File: src/rtl/adder_bench_pkg.sv
// Shared types and constants for the adder operand sequencer.
package adder_bench_pkg;

    typedef enum logic [2:0] {
        ST_IDLE,
        ST_CLEAR,
        ST_LOAD,
        ST_SETTLE,
        ST_CHECK,
        ST_RADDR,
        ST_RSAMP,
        ST_DONE
    } seq_state_t;

    // Fibonacci taps 16,14,13,11 expressed as a mask on state bits 15,13,12,10
    localparam logic [15:0] LFSR_TAPS   = 16'hB400;

    // First pair of every run ripples a carry through all eight bit positions
    localparam logic [7:0]  FIRST_OPR_A = 8'h01;
    localparam logic [7:0]  FIRST_OPR_B = 8'hFF;

    localparam int          CNT_W       = 32;

    // One left-shift step; feedback is the XOR of the tapped bits
    function automatic logic [15:0] lfsr_step(input logic [15:0] s);
        return {s[14:0], ^(s & LFSR_TAPS)};
    endfunction

endpackage

File: src/rtl/lfsr16.sv
// 16-bit Fibonacci LFSR operand source with seed reload and zero-seed fixup.
module lfsr16
    import adder_bench_pkg::*;
#(
    parameter logic [15:0] SEED = 16'hACE1
) (
    input  logic        clk,
    input  logic        reset_L,
    input  logic        load,
    input  logic        advance,
    output logic [15:0] state
);

    // An all-zero state would lock the register, so a zero seed becomes 1
    localparam logic [15:0] SEED_FIX = (SEED == 16'h0000) ? 16'h0001 : SEED;

    // Reload takes priority over advancing
    always_ff @(posedge clk or negedge reset_L) begin
        if (!reset_L) begin
            state <= SEED_FIX;
        end else if (load) begin
            state <= SEED_FIX;
        end else if (advance) begin
            state <= lfsr_step(state);
        end
    end

endmodule

File: src/rtl/adder_op_sequencer.sv
// Clears the transition-counter memory, drives operand pairs to the adder
// under test, checks {carry,sum} after a settle time, then streams the
// counters back out.
module adder_op_sequencer
    import adder_bench_pkg::*;
#(
    parameter int          N_OPS  = 5000,
    parameter int          SETTLE = 4,
    parameter int          NCNT   = 3,
    parameter int          DIR_W  = 2,
    parameter logic [15:0] SEED   = 16'hACE1
) (
    input  logic             clk,
    input  logic             reset_L,
    input  logic             start,
    output logic             busy,
    output logic             done,
    output logic [7:0]       opr_a,
    output logic [7:0]       opr_b,
    input  logic [7:0]       sum_in,
    input  logic             co_in,
    output logic [15:0]      op_cnt,
    output logic [15:0]      err_cnt,
    output logic [DIR_W-1:0] mem_dir,
    output logic             mem_le,
    output logic [CNT_W-1:0] mem_wdata,
    input  logic [CNT_W-1:0] mem_rdata,
    output logic             rd_valid,
    output logic [DIR_W-1:0] rd_idx,
    output logic [CNT_W-1:0] rd_data
);

    localparam int SET_W = (SETTLE > 1) ? $clog2(SETTLE) : 1;

    seq_state_t       state;
    seq_state_t       state_next;
    logic             lfsr_load;
    logic             lfsr_adv;
    logic [15:0]      lfsr_state;
    logic [SET_W-1:0] settle_cnt;
    logic [8:0]       golden;
    logic             mismatch;
    logic             last_dir;
    logic             last_op;

    // Error count sticks at all-ones instead of wrapping
    function automatic logic [15:0] sat_inc16(input logic [15:0] v);
        return (v == 16'hFFFF) ? v : v + 16'd1;
    endfunction

    lfsr16 #(
        .SEED    (SEED)
    ) u_lfsr (
        .clk     (clk),
        .reset_L (reset_L),
        .load    (lfsr_load),
        .advance (lfsr_adv),
        .state   (lfsr_state)
    );

    assign mem_wdata = '0;
    assign golden    = {1'b0, opr_a} + {1'b0, opr_b};
    assign mismatch  = ({co_in, sum_in} != golden);
    assign last_dir  = (mem_dir == DIR_W'(NCNT - 1));
    assign last_op   = (op_cnt == 16'(N_OPS - 1));

    // State register
    always_ff @(posedge clk or negedge reset_L) begin
        if (!reset_L) begin
            state <= ST_IDLE;
        end else begin
            state <= state_next;
        end
    end

    // Next-state decode and LFSR control strobes
    always_comb begin
        state_next = state;
        lfsr_load  = 1'b0;
        lfsr_adv   = 1'b0;
        case (state)
            ST_IDLE: begin
                if (start) begin
                    state_next = ST_CLEAR;
                    lfsr_load  = 1'b1;
                end
            end
            ST_CLEAR: begin
                if (last_dir) begin
                    state_next = ST_LOAD;
                end
            end
            ST_LOAD: begin
                state_next = ST_SETTLE;
                // The first pair is the fixed carry-ripple pattern; the LFSR
                // only advances once it has supplied a pair
                lfsr_adv   = (op_cnt != 16'd0);
            end
            ST_SETTLE: begin
                if (settle_cnt == '0) begin
                    state_next = ST_CHECK;
                end
            end
            ST_CHECK: begin
                state_next = last_op ? ST_RADDR : ST_LOAD;
            end
            ST_RADDR: begin
                state_next = ST_RSAMP;
            end
            ST_RSAMP: begin
                state_next = last_dir ? ST_DONE : ST_RADDR;
            end
            ST_DONE: begin
                state_next = ST_IDLE;
            end
            default: begin
                state_next = ST_IDLE;
            end
        endcase
    end

    // Registered outputs, counters and memory addressing per state
    always_ff @(posedge clk or negedge reset_L) begin
        if (!reset_L) begin
            busy       <= 1'b0;
            done       <= 1'b0;
            opr_a      <= '0;
            opr_b      <= '0;
            op_cnt     <= '0;
            err_cnt    <= '0;
            mem_dir    <= '0;
            mem_le     <= 1'b1;
            rd_valid   <= 1'b0;
            rd_idx     <= '0;
            rd_data    <= '0;
            settle_cnt <= '0;
        end else begin
            done     <= 1'b0;
            rd_valid <= 1'b0;
            case (state)
                ST_IDLE: begin
                    if (start) begin
                        busy    <= 1'b1;
                        op_cnt  <= '0;
                        err_cnt <= '0;
                        mem_le  <= 1'b0;
                        mem_dir <= '0;
                    end
                end
                ST_CLEAR: begin
                    if (last_dir) begin
                        mem_le <= 1'b1;
                    end else begin
                        mem_dir <= mem_dir + DIR_W'(1);
                    end
                end
                ST_LOAD: begin
                    if (op_cnt == 16'd0) begin
                        opr_a <= FIRST_OPR_A;
                        opr_b <= FIRST_OPR_B;
                    end else begin
                        opr_a <= lfsr_state[15:8];
                        opr_b <= lfsr_state[7:0];
                    end
                    settle_cnt <= SET_W'(SETTLE - 1);
                end
                ST_SETTLE: begin
                    if (settle_cnt != '0) begin
                        settle_cnt <= settle_cnt - SET_W'(1);
                    end
                end
                ST_CHECK: begin
                    op_cnt <= op_cnt + 16'd1;
                    if (mismatch) begin
                        err_cnt <= sat_inc16(err_cnt);
                    end
                    if (last_op) begin
                        mem_dir <= '0;
                    end
                end
                ST_RADDR: begin
                    mem_le <= 1'b1;
                end
                ST_RSAMP: begin
                    rd_data  <= mem_rdata;
                    rd_valid <= 1'b1;
                    rd_idx   <= mem_dir;
                    if (last_dir) begin
                        done <= 1'b1;
                    end else begin
                        mem_dir <= mem_dir + DIR_W'(1);
                    end
                end
                ST_DONE: begin
                    busy <= 1'b0;
                end
                default: begin
                    busy <= 1'b0;
                end
            endcase
        end
    end

endmodule

File: config.mk
export PLATFORM = sky130hd
export DESIGN_NAME = adder_op_sequencer
export DESIGN_NICKNAME = d
export VERILOG_FILES = /design/src/rtl/adder_bench_pkg.sv /design/src/rtl/lfsr16.sv /design/src/rtl/adder_op_sequencer.sv
export SDC_FILE = /design/constraint.sdc
export NUM_CORES = 1
export LEC_CHECK = 0
export ABC_AREA = 1
export CAP_MARGIN = 20
export CORE_MARGIN = 3
export CORE_UTILIZATION = 44
export CTS_CLUSTER_SIZE = 16
export DETAILED_ROUTE_END_ITERATION = 6
export PLACE_DENSITY = 0.74
export SYNTH_ARGS = -nofsm -noshare
export SYNTH_HDL_FRONTEND = slang
export SYNTH_HIERARCHICAL = 1
export SYNTH_SLANG_ARGS = --single-unit
export TNS_END_PERCENT = 20
File: constraint.sdc
create_clock -name clk -period 6.6 [get_ports clk]
set_input_delay 0.66 -clock clk [delete_from_list [all_inputs] [get_ports clk]]
set_output_delay 0.66 -clock clk [all_outputs]
set_load 0.05 [all_outputs]
==> results.sh, run 1 <==
export IMPL_rsz0062_at_grt="no"
export IMPL_clk_pin_slew_ns=0.07
export IMPL_finalMaxSlewViolations=0
export IMPL_ys_seq_elements=109
export IMPL_grt_antenna_before_repair=0
export IMPL_fin_worst_skew_ns=0.00470
export IMPL_grt_pass1_wl_mm=23.2
export IMPL_post_synth_top_count_cell="nand2_1"
export IMPL_cts_post_setup_buffers_inserted=0
export IMPL_clock_path_buffers=2
export IMPL_yosysWarnings=6
export IMPL_r2r_end="err_cnt[12]"
export IMPL_r2r_cells=9
export IMPL_worstPathRequired_ns=6.84
export IMPL_synth_area_top_cells="dfrtp_1 (43%), nand2_1 (15%), inv_1 (4.9%)"
export IMPL_synth_cell_area_um2=5850
export IMPL_powerDensity_nw_per_um2=443
export IMPL_die_area_um2=14700
export IMPL_vias=5131
export IMPL_nets=928
export IMPL_yosysTopAreaCellShare_pct=42.8
export IMPL_syn_to_final_growth_pct=28.6
export IMPL_r2r_slack_ns=4.00
export IMPL_power_leakage_nw=3.57
export IMPL_ctsHtreeMaxLevel=3
export IMPL_placed_area_um2=7200
export IMPL_drive_above_1_share_pct=7.54
export IMPL_clockRootBuffer="clkbuf_16"
export IMPL_insertedDiodeCount=0
export IMPL_coreArea_um2=12800
export IMPL_hold_viol=0
export IMPL_finalPower_mw=3.33
export IMPL_worst_slew_pin_slew_ns=0.794
export IMPL_wirelength_mm=13.8
export IMPL_ioPinCount=164
export IMPL_netlist_instances=740
export IMPL_hold_slack_ns=0.315
export IMPL_overflow=0
export IMPL_layoutNonFillerInstCount=1047
export IMPL_cp_arrival_ns=2.84
export IMPL_ys_seq_area_share_pct=46.9
export IMPL_grt_pass1_vias=4767
export IMPL_cp_max_fo=20
export IMPL_critPathLaunchType="flip-flop"
export IMPL_relSlewSlack_pct=47.1
export IMPL_cts_hold_fix_buffers=0
export IMPL_wl_per_cell_um=13.2
export IMPL_critPathKind="reg2reg"
export IMPL_yosys_cell_types_count=45
export IMPL_status="finished, final reports clean"
export IMPL_cts_tree="yes"
export IMPL_fin_crit_sh_pct=39.3
export IMPL_maxCapViolations=0
export IMPL_clock_sinks=109
export IMPL_yosys_area_top_type="dfrtp_1"
export IMPL_clock_fmax_mhz=385
export IMPL_critPathCaptureType="flip-flop"
export IMPL_r2r_start="state[0]"
export IMPL_clk_latency_ns=0.35
export IMPL_cts_resized=0
export IMPL_die_x_um=121
export IMPL_grtUsageTotal_pct=19.6
export IMPL_fin_crit_ns=2.60
export IMPL_finalSetupViolCount=0
export IMPL_drtPass1Iterations=5
export IMPL_utilization_pct=58.6
export IMPL_synth_flop_cell="dfrtp_1"
export IMPL_yosys_top_cells_count="nand2_1 (235), dfrtp_1 (100), inv_1 (76)"
export IMPL_finalSetupTns_ns=0
export IMPL_dp_cells=1031
export IMPL_synthArstFlopShare_pct=100
export IMPL_drtIter0Drc=362
export IMPL_drc_errors=0
export IMPL_viasPerCell=4.90
export IMPL_port_buffers=131
export IMPL_dp_slack_ns=3.98
export IMPL_rows=41
export IMPL_power_ir_vdd_worst_mv=0.303
export IMPL_min_path_type="in2async"
export IMPL_grt_max_degree=64
export IMPL_final_area_um2=7520
export IMPL_gp_congestion=0.951
export IMPL_syn_area_per_cell_um2=7.90
export IMPL_die_y_um=121
export IMPL_setup_ws_ns=4.00
export IMPL_drt_antenna_violating_nets=0
export IMPL_hpwlAfterDp_mm=10.1
export IMPL_synth_edf_count=0
export IMPL_start_util_pct=45.6
export IMPL_numCtsBuffers=9
==> logic make-up after synthesis <==
logic type	share of synthesized area, %
xor+xnor	1.05
compound gates	9.29
other cells	0.0642
simple gates	28.2
mux	0.171
fa+ha+maj	3.13
flops	46.9
buf+inv	11.2
==> area by class of cell <==
type	instances	area, µm²
multi-input cells	524	2570
flip-flops and latches	109	2740
clock buffers	12	267
well taps	172	215
inverters	91	342
repair buffers	135	1340
clock inverters	4	45.0
fillers	1207	5310
==> critical path, stage by stage (launching register included) <==
cell and delay [ns]:
dfrtp_1 0.40, nor2_1 0.08, nand2_1 0.55, clkinv_1 0.68, o21ai_2 0.20, inv_2 0.08
nand2_8 0.14, nand2_4 0.18, nand2_2 0.11, nand2_1 0.05
==> power by group <==
| part | internal (mW) | switching, mW |
|---|---|---|
| sequential | 0.862 | 0.133 |
| clock | 0.323 | 0.238 |
| combinational | 0.571 | 1.21 |
| total | 1.76 | 1.58 |
==> sequential cells by signal (all words and copies together), names as in the netlist, 3 cells and up <==
name          cells
state             3
opr_b             8
u_lfsr/state     16
opr_a             8
op_cnt           16
rd_data          32
err_cnt          16
==> worst max path at each step <==
stage	from	end	slack, ns	cells after the start
final	state[0]	err_cnt[12]	4.00	9
after global routing	state[0]	err_cnt[12]	3.71	9
after CTS	state[0]	err_cnt[12]	4.01	9
after detailed placement	start	err_cnt[15]	3.98	9
after global placement	start	err_cnt[3]	3.98	9
after floorplan	opr_b[0]	err_cnt[9]	4.12	14
==> per-layer routing <==
layer  wire [µm]  GRT usage [%]  vias up
met5           0              0        -
met1        6160           26.0     2361
li1            -              -     2555
met4         265           7.35        0
met3        1250           6.76       19
met2        6140           29.6      196
==> layout by cell type (no fill, tap or decap), types with 4 or more instances in the layout <==
cell,instances
ha_1,13
clkbuf_16,9
nor3_1,9
o21ai_0,19
nand3_1,51
a21oi_1,19
inv_2,13
nand2_1,235
nor2_1,61
nor4_1,4
inv_1,76
dfrtp_1,100
dfstp_2,9
a22oi_1,9
buf_4,5
a22o_1,7
o22ai_1,9
clkdlybuf4s50_1,130
a31oi_1,4
xor2_1,4
conb_1,32
o22a_1,9
nand2_2,11
(Power assumes the default switching activity.)
==> run 2, diff against run 1 <==
clock period = 2.7 ns   (was 6.6 ns; I/O delays follow)
==> run 2 against run 1 <==
Global-route usage grew 0.18 points; total power up 140%; critical endpoint is now err_cnt[3]; clock skew rose by 0.0045 ns; sequential share of layout area about the same; cell area about the same; largest cell class unchanged; sequential power rose by 150%; clock power is 120% higher; via count is 0.35% higher; count of clock-buffer cells in the layout is 2 higher; combinational power rose by 140%.
==> results.sh, run 2 (synthesized netlist as in run 1, its figures left out) <==
export IMPL_rsz0062_at_grt="no"
export IMPL_grt_antenna_before_repair=0
export IMPL_final_common_cell="nand2_1"
export IMPL_viasPerCell=4.89
export IMPL_r2r_slack_ns=0.24
export IMPL_cp_max_fo=17
export IMPL_grt_pass1_wl_mm=23.2
export IMPL_cts_tree="yes"
export IMPL_die_area_um2=14700
export IMPL_critPathKind="reg2reg"
export IMPL_cts_hold_fix_buffers=1
export IMPL_drc_errors=0
export IMPL_ioPinCount=164
export IMPL_hpwlAfterDp_mm=10.2
export IMPL_relSlewSlack_pct=58.9
export IMPL_layout_common_cells="nand2_1 (235), clkdlybuf4s50_1 (130), dfrtp_1 (100), inv_1 (76), nor2_1 (61)"
export IMPL_overflow=0
export IMPL_worst_slew_pin_slew_ns=0.610
export IMPL_clk_latency_ns=0.35
export IMPL_clk_pin_slew_ns=0.07
export IMPL_finalSetupViolCount=0
export IMPL_grt_max_degree=47
export IMPL_finalSetupTns_ns=0
export IMPL_maxCapViolations=0
export IMPL_grtUsageTotal_pct=19.7
export IMPL_drtIter0Drc=351
export IMPL_die_y_um=121
export IMPL_critPathCaptureType="flip-flop"
export IMPL_wl_per_cell_um=13.4
export IMPL_numCtsBuffers=9
export IMPL_clockRootBuffer="clkbuf_16"
export IMPL_fin_crit_ns=2.46
export IMPL_n_fill_cell=1158
export IMPL_wirelength_mm=14.1
export IMPL_clock_path_buffers=2
export IMPL_power_leakage_nw=3.57
export IMPL_insertedDiodeCount=0
export IMPL_clock_fmax_mhz=406
export IMPL_syn_to_final_growth_pct=28.7
export IMPL_port_buffers=131
export IMPL_largest_reg_flops=32
export IMPL_coreArea_um2=12800
export IMPL_critPathLaunchType="flip-flop"
export IMPL_power_ir_vdd_worst_mv=0.811
export IMPL_cp_arrival_ns=2.70
export IMPL_ctsHtreeMaxLevel=3
export IMPL_fin_crit_sh_pct=91.2
export IMPL_dp_cells=1035
export IMPL_clock_sinks=109
export IMPL_start_util_pct=45.6
export IMPL_cts_resized=0
export IMPL_status="finished, final reports clean"
export IMPL_utilization_pct=58.6
export IMPL_grt_pass1_vias=4780
export IMPL_worstPathRequired_ns=2.94
export IMPL_layoutNonFillerInstCount=1052
export IMPL_drive_above_1_share_pct=7.50
export IMPL_gp_congestion=0.879
export IMPL_min_path_type="in2async"
export IMPL_die_x_um=121
export IMPL_fin_worst_skew_ns=0.00919
export IMPL_rows=41
export IMPL_drt_antenna_violating_nets=0
export IMPL_finalMaxSlewViolations=0
export IMPL_hold_viol=0
export IMPL_powerDensity_nw_per_um2=1070
export IMPL_nets=933
export IMPL_vias=5149
export IMPL_regMostFlops="rd_data"
export IMPL_drtPass1Iterations=5
export IMPL_cts_post_setup_buffers_inserted=0
run 2: area by class of cell:
cell class	instances	area, µm²	area share (%)
Sequential cell	109	2740	36.4
Multi-Input combinational cell	524	2570	34.2
Timing Repair Buffer	140	1390	18.5
Inverter	91	342	4.54
Clock buffer	14	254	3.38
Tap cell	172	215	2.86
Clock inverter	2	10.0	0.133
run 2: worst max-delay path, cell delays in order, from the launching register on:
cell and delay [ns]:
dfrtp_1 0.39, ha_1 0.23, fa_1 0.45, xor2_1 0.17
nor2_1 0.09, nand2_1 0.06, nor2_1 0.11, nand2_1 0.07
nor2_1 0.13, nand3_2 0.16, nand2_8 0.17, nand2_4 0.18
nand2_1 0.11, nand2_1 0.05
run 2: where the power goes:
part           internal, mW  total [mW]  switching [mW]
Combinational          1.41        4.36            2.94
Sequential             2.11        2.45           0.339
Clock                 0.651        1.22           0.572
run 2: metrics by stage:
step	hold WS (ns)	power, mW	worst slack [ns]	instance area, µm²
CTS	0.439	8.09	0.221	7520
finish	0.433	8.03	0.238	7520
detailed placement	0.269	6.84	0.224	7250
global placement	0.267	6.78	0.256	7250
global route	0.460	8.61	0.00972	7520
floorplan	-0.0256	5.56	0.219	5960
run 2: path summary, 6_finish.rpt:
check / depth (start not counted) / from / endpoint
hold / removal: 2 / reset_L / err_cnt[2]
setup / recovery: 13 / opr_a[0] / err_cnt[3]
max in group asynchronous: 3 / reset_L / rd_data[3]
setup reg to reg: 13 / opr_a[0] / err_cnt[3]
min in group clk: 3 / mem_rdata[26] / rd_data[26]
hold reg to reg: 2 / rd_data[31] / rd_data[31]
run 2: layer usage:
metal	GRT usage [%]	vias to the layer above	routed length, µm
met5	0	-	0
met4	6.86	0	231
met3	6.85	14	1310
met2	29.5	183	6230
met1	26.8	2384	6340
li1	-	2568	-
==> run 3, diff against run 2 <==
CORE_MARGIN = 2   (was 3)
CORE_UTILIZATION = 49   (was 44)
CTS_CLUSTER_SIZE = 28   (was 16)
PLACE_DENSITY = 0.82   (was 0.74)
==> run 3 against run 2 <==
The run now ends with design-rule violations left; sequential share of layout area up 0.085 points; total power up 0.76%; global-route usage up 3.1 points; critical path depth unchanged; non-clock buffer count unchanged; via count up 0.95%; largest cell class unchanged; critical endpoint is now err_cnt[0]; worst hold slack worse by 0.051 ns; sequential cell count unchanged; first-iteration DRC count unchanged.
==> results.sh, run 3 (synthesized netlist as in run 1, its figures left out) <==
export IMPL_coreArea_um2=11500
export IMPL_clock_fmax_mhz=397
export IMPL_hold_slack_ns=0.382
export IMPL_setup_ws_ns=0.183
export IMPL_largest_reg_flops=32
export IMPL_fin_worst_skew_ns=0.00851
export IMPL_power_leakage_nw=3.58
export IMPL_crit_top_cell="nand2_1"
export IMPL_gp_congestion=0.903
export IMPL_clk_latency_ns=0.34
export IMPL_min_path_type="in2async"
export IMPL_wl_per_cell_um=13.7
export IMPL_hpwlAfterDp_mm=10.3
export IMPL_fin_crit_sh_pct=93.2
export IMPL_ioPinCount=164
export IMPL_port_buffers=131
export IMPL_vias=5198
export IMPL_ctsHtreeMaxLevel=3
export IMPL_slowest_stage="fa_1"
export IMPL_powerDensity_nw_per_um2=1080
export IMPL_critPathLaunchType="flip-flop"
export IMPL_max_stage_delay_ns=0.46
export IMPL_nets=933
export IMPL_finalSetupTns_ns=0
export IMPL_power_ir_vdd_worst_mv=0.819
export IMPL_drive_above_1_share_pct=7.84
export IMPL_relSlewSlack_pct=59.2
export IMPL_n_fill_cell=962
export IMPL_die_area_um2=12800
export IMPL_drc_errors=12
export IMPL_clk_pin_slew_ns=0.07
export IMPL_finalMaxSlewViolations=0
export IMPL_drtPass1Iterations=7
export IMPL_start_util_pct=50.8
export IMPL_final_common_cell="nand2_1"
export IMPL_die_x_um=113
export IMPL_numCtsBuffers=9
export IMPL_grt_max_degree=60
export IMPL_status="complete, but fails checks"
export IMPL_cts_post_setup_buffers_inserted=0
export IMPL_grtUsageTotal_pct=22.8
export IMPL_layout_common_cells="nand2_1 (235), clkdlybuf4s50_1 (130), dfrtp_1 (100), inv_1 (76), nor2_1 (61)"
export IMPL_multi_input_area_um2=2580
export IMPL_fin_crit_ns=2.52
export IMPL_dp_slack_ns=0.174
export IMPL_clock_sinks=109
export IMPL_worst_slew_pin_slew_ns=0.607
export IMPL_die_y_um=113
export IMPL_drtIter0Drc=351
export IMPL_drt_antenna_violating_nets=0
export IMPL_syn_to_final_growth_pct=28.4
export IMPL_clockRootBuffer="clkbuf_16"
export IMPL_cp_max_fo=17
export IMPL_regArea_um2=2740
export IMPL_grt_pass1_wl_mm=23.8
export IMPL_grt_antenna_before_repair=0
export IMPL_maxCapViolations=0
export IMPL_overflow=0
export IMPL_hold_viol=0
export IMPL_cp_arrival_ns=2.75
export IMPL_regMostFlops="rd_data"
export IMPL_clock_path_buffers=2
export IMPL_cts_tree="yes"
export IMPL_finalSetupViolCount=0
export IMPL_viasPerCell=5.08
export IMPL_finalPower_mw=8.09
export IMPL_critPathKind="reg2reg"
export IMPL_rsz0062_at_grt="no"
export IMPL_worstPathRequired_ns=2.93
export IMPL_rows=39
export IMPL_violations="design-rule violations"
export IMPL_grt_pass1_vias=5049
export IMPL_insertedDiodeCount=0
export IMPL_path_cells="ha_1 > fa_1 > xor2_1 > nor2_1 > nand2_1 > nor2_1 > nand2_1 > nor2_1 > nand3_2 > nand2_8 > nand2_8 > nand2_1 > nand2_1"
export IMPL_critPathCaptureType="flip-flop"
export IMPL_wirelength_mm=14.0
==> run 3: worst max-delay path, delay by kind of cell, from the launching register on <==
family | cells | cell delay, ns
AND/OR/NAND/NOR | 10 | 1.12
flip-flops | 1 | 0.40
XOR/XNOR | 1 | 0.18
adder cells (fa/ha/maj) | 2 | 0.69
==> run 3: per-layer routing <==
metal	GRT usage, %	vias up	share of wire (%)
met5	0	-	0
met4	7.89	0	2.1
met3	6.64	27	8.5
met2	36.3	206	46
met1	30.0	2392	43
li1	-	2573	-
==> run 3: timing repair <==
action	CTS	global route
endpoints found under the setup margin	0	6
hold buffers	1	0
hold endpoints to repair	15	0
gates resized for setup	0	1
==> run 3: final timing paths <==
check	cells past startpoint	slack, ns	start	endpoint
worst max register to register	13	0.18	opr_a[0]	err_cnt[0]
min in group clk	3	0.46	mem_rdata[31]	rd_data[31]
worst min register to register	2	0.47	rd_data[12]	rd_data[12]
max in group asynchronous	3	1.64	reset_L	mem_le
worst min-delay path	2	0.38	reset_L	rd_data[27]
worst max-delay path	13	0.18	opr_a[0]	err_cnt[0]
==> run 3: power by group <==
group	switching [mW]	total (mW)	leakage, nW	internal [mW]
sequential	0.327	2.43	1.33	2.11
combinational	2.99	4.42	2.11	1.43
clock	0.602	1.24	0.138	0.635
total	3.92	8.09	3.58	4.17
==> run 3: per-stage QoR <==
step	instance area, µm²	instances	utilization (%)
finish	7500	1023	65.2
CTS	7490	1023	65.1
floorplan	5960	771	-
global route	7500	1023	65.2
detailed placement	7210	1006	62.6
global placement	7210	1006	62.6
==> run 3: final cells by class <==
cell class / count / share of cell area [%]
flip-flops and latches: 109 / 36.5
repair buffers: 140 / 18.5
well taps: 143 / 2.38
clock inverters: 6 / 0.600
multi-input cells: 524 / 34.4
clock buffers: 10 / 3.05
inverters: 91 / 4.55
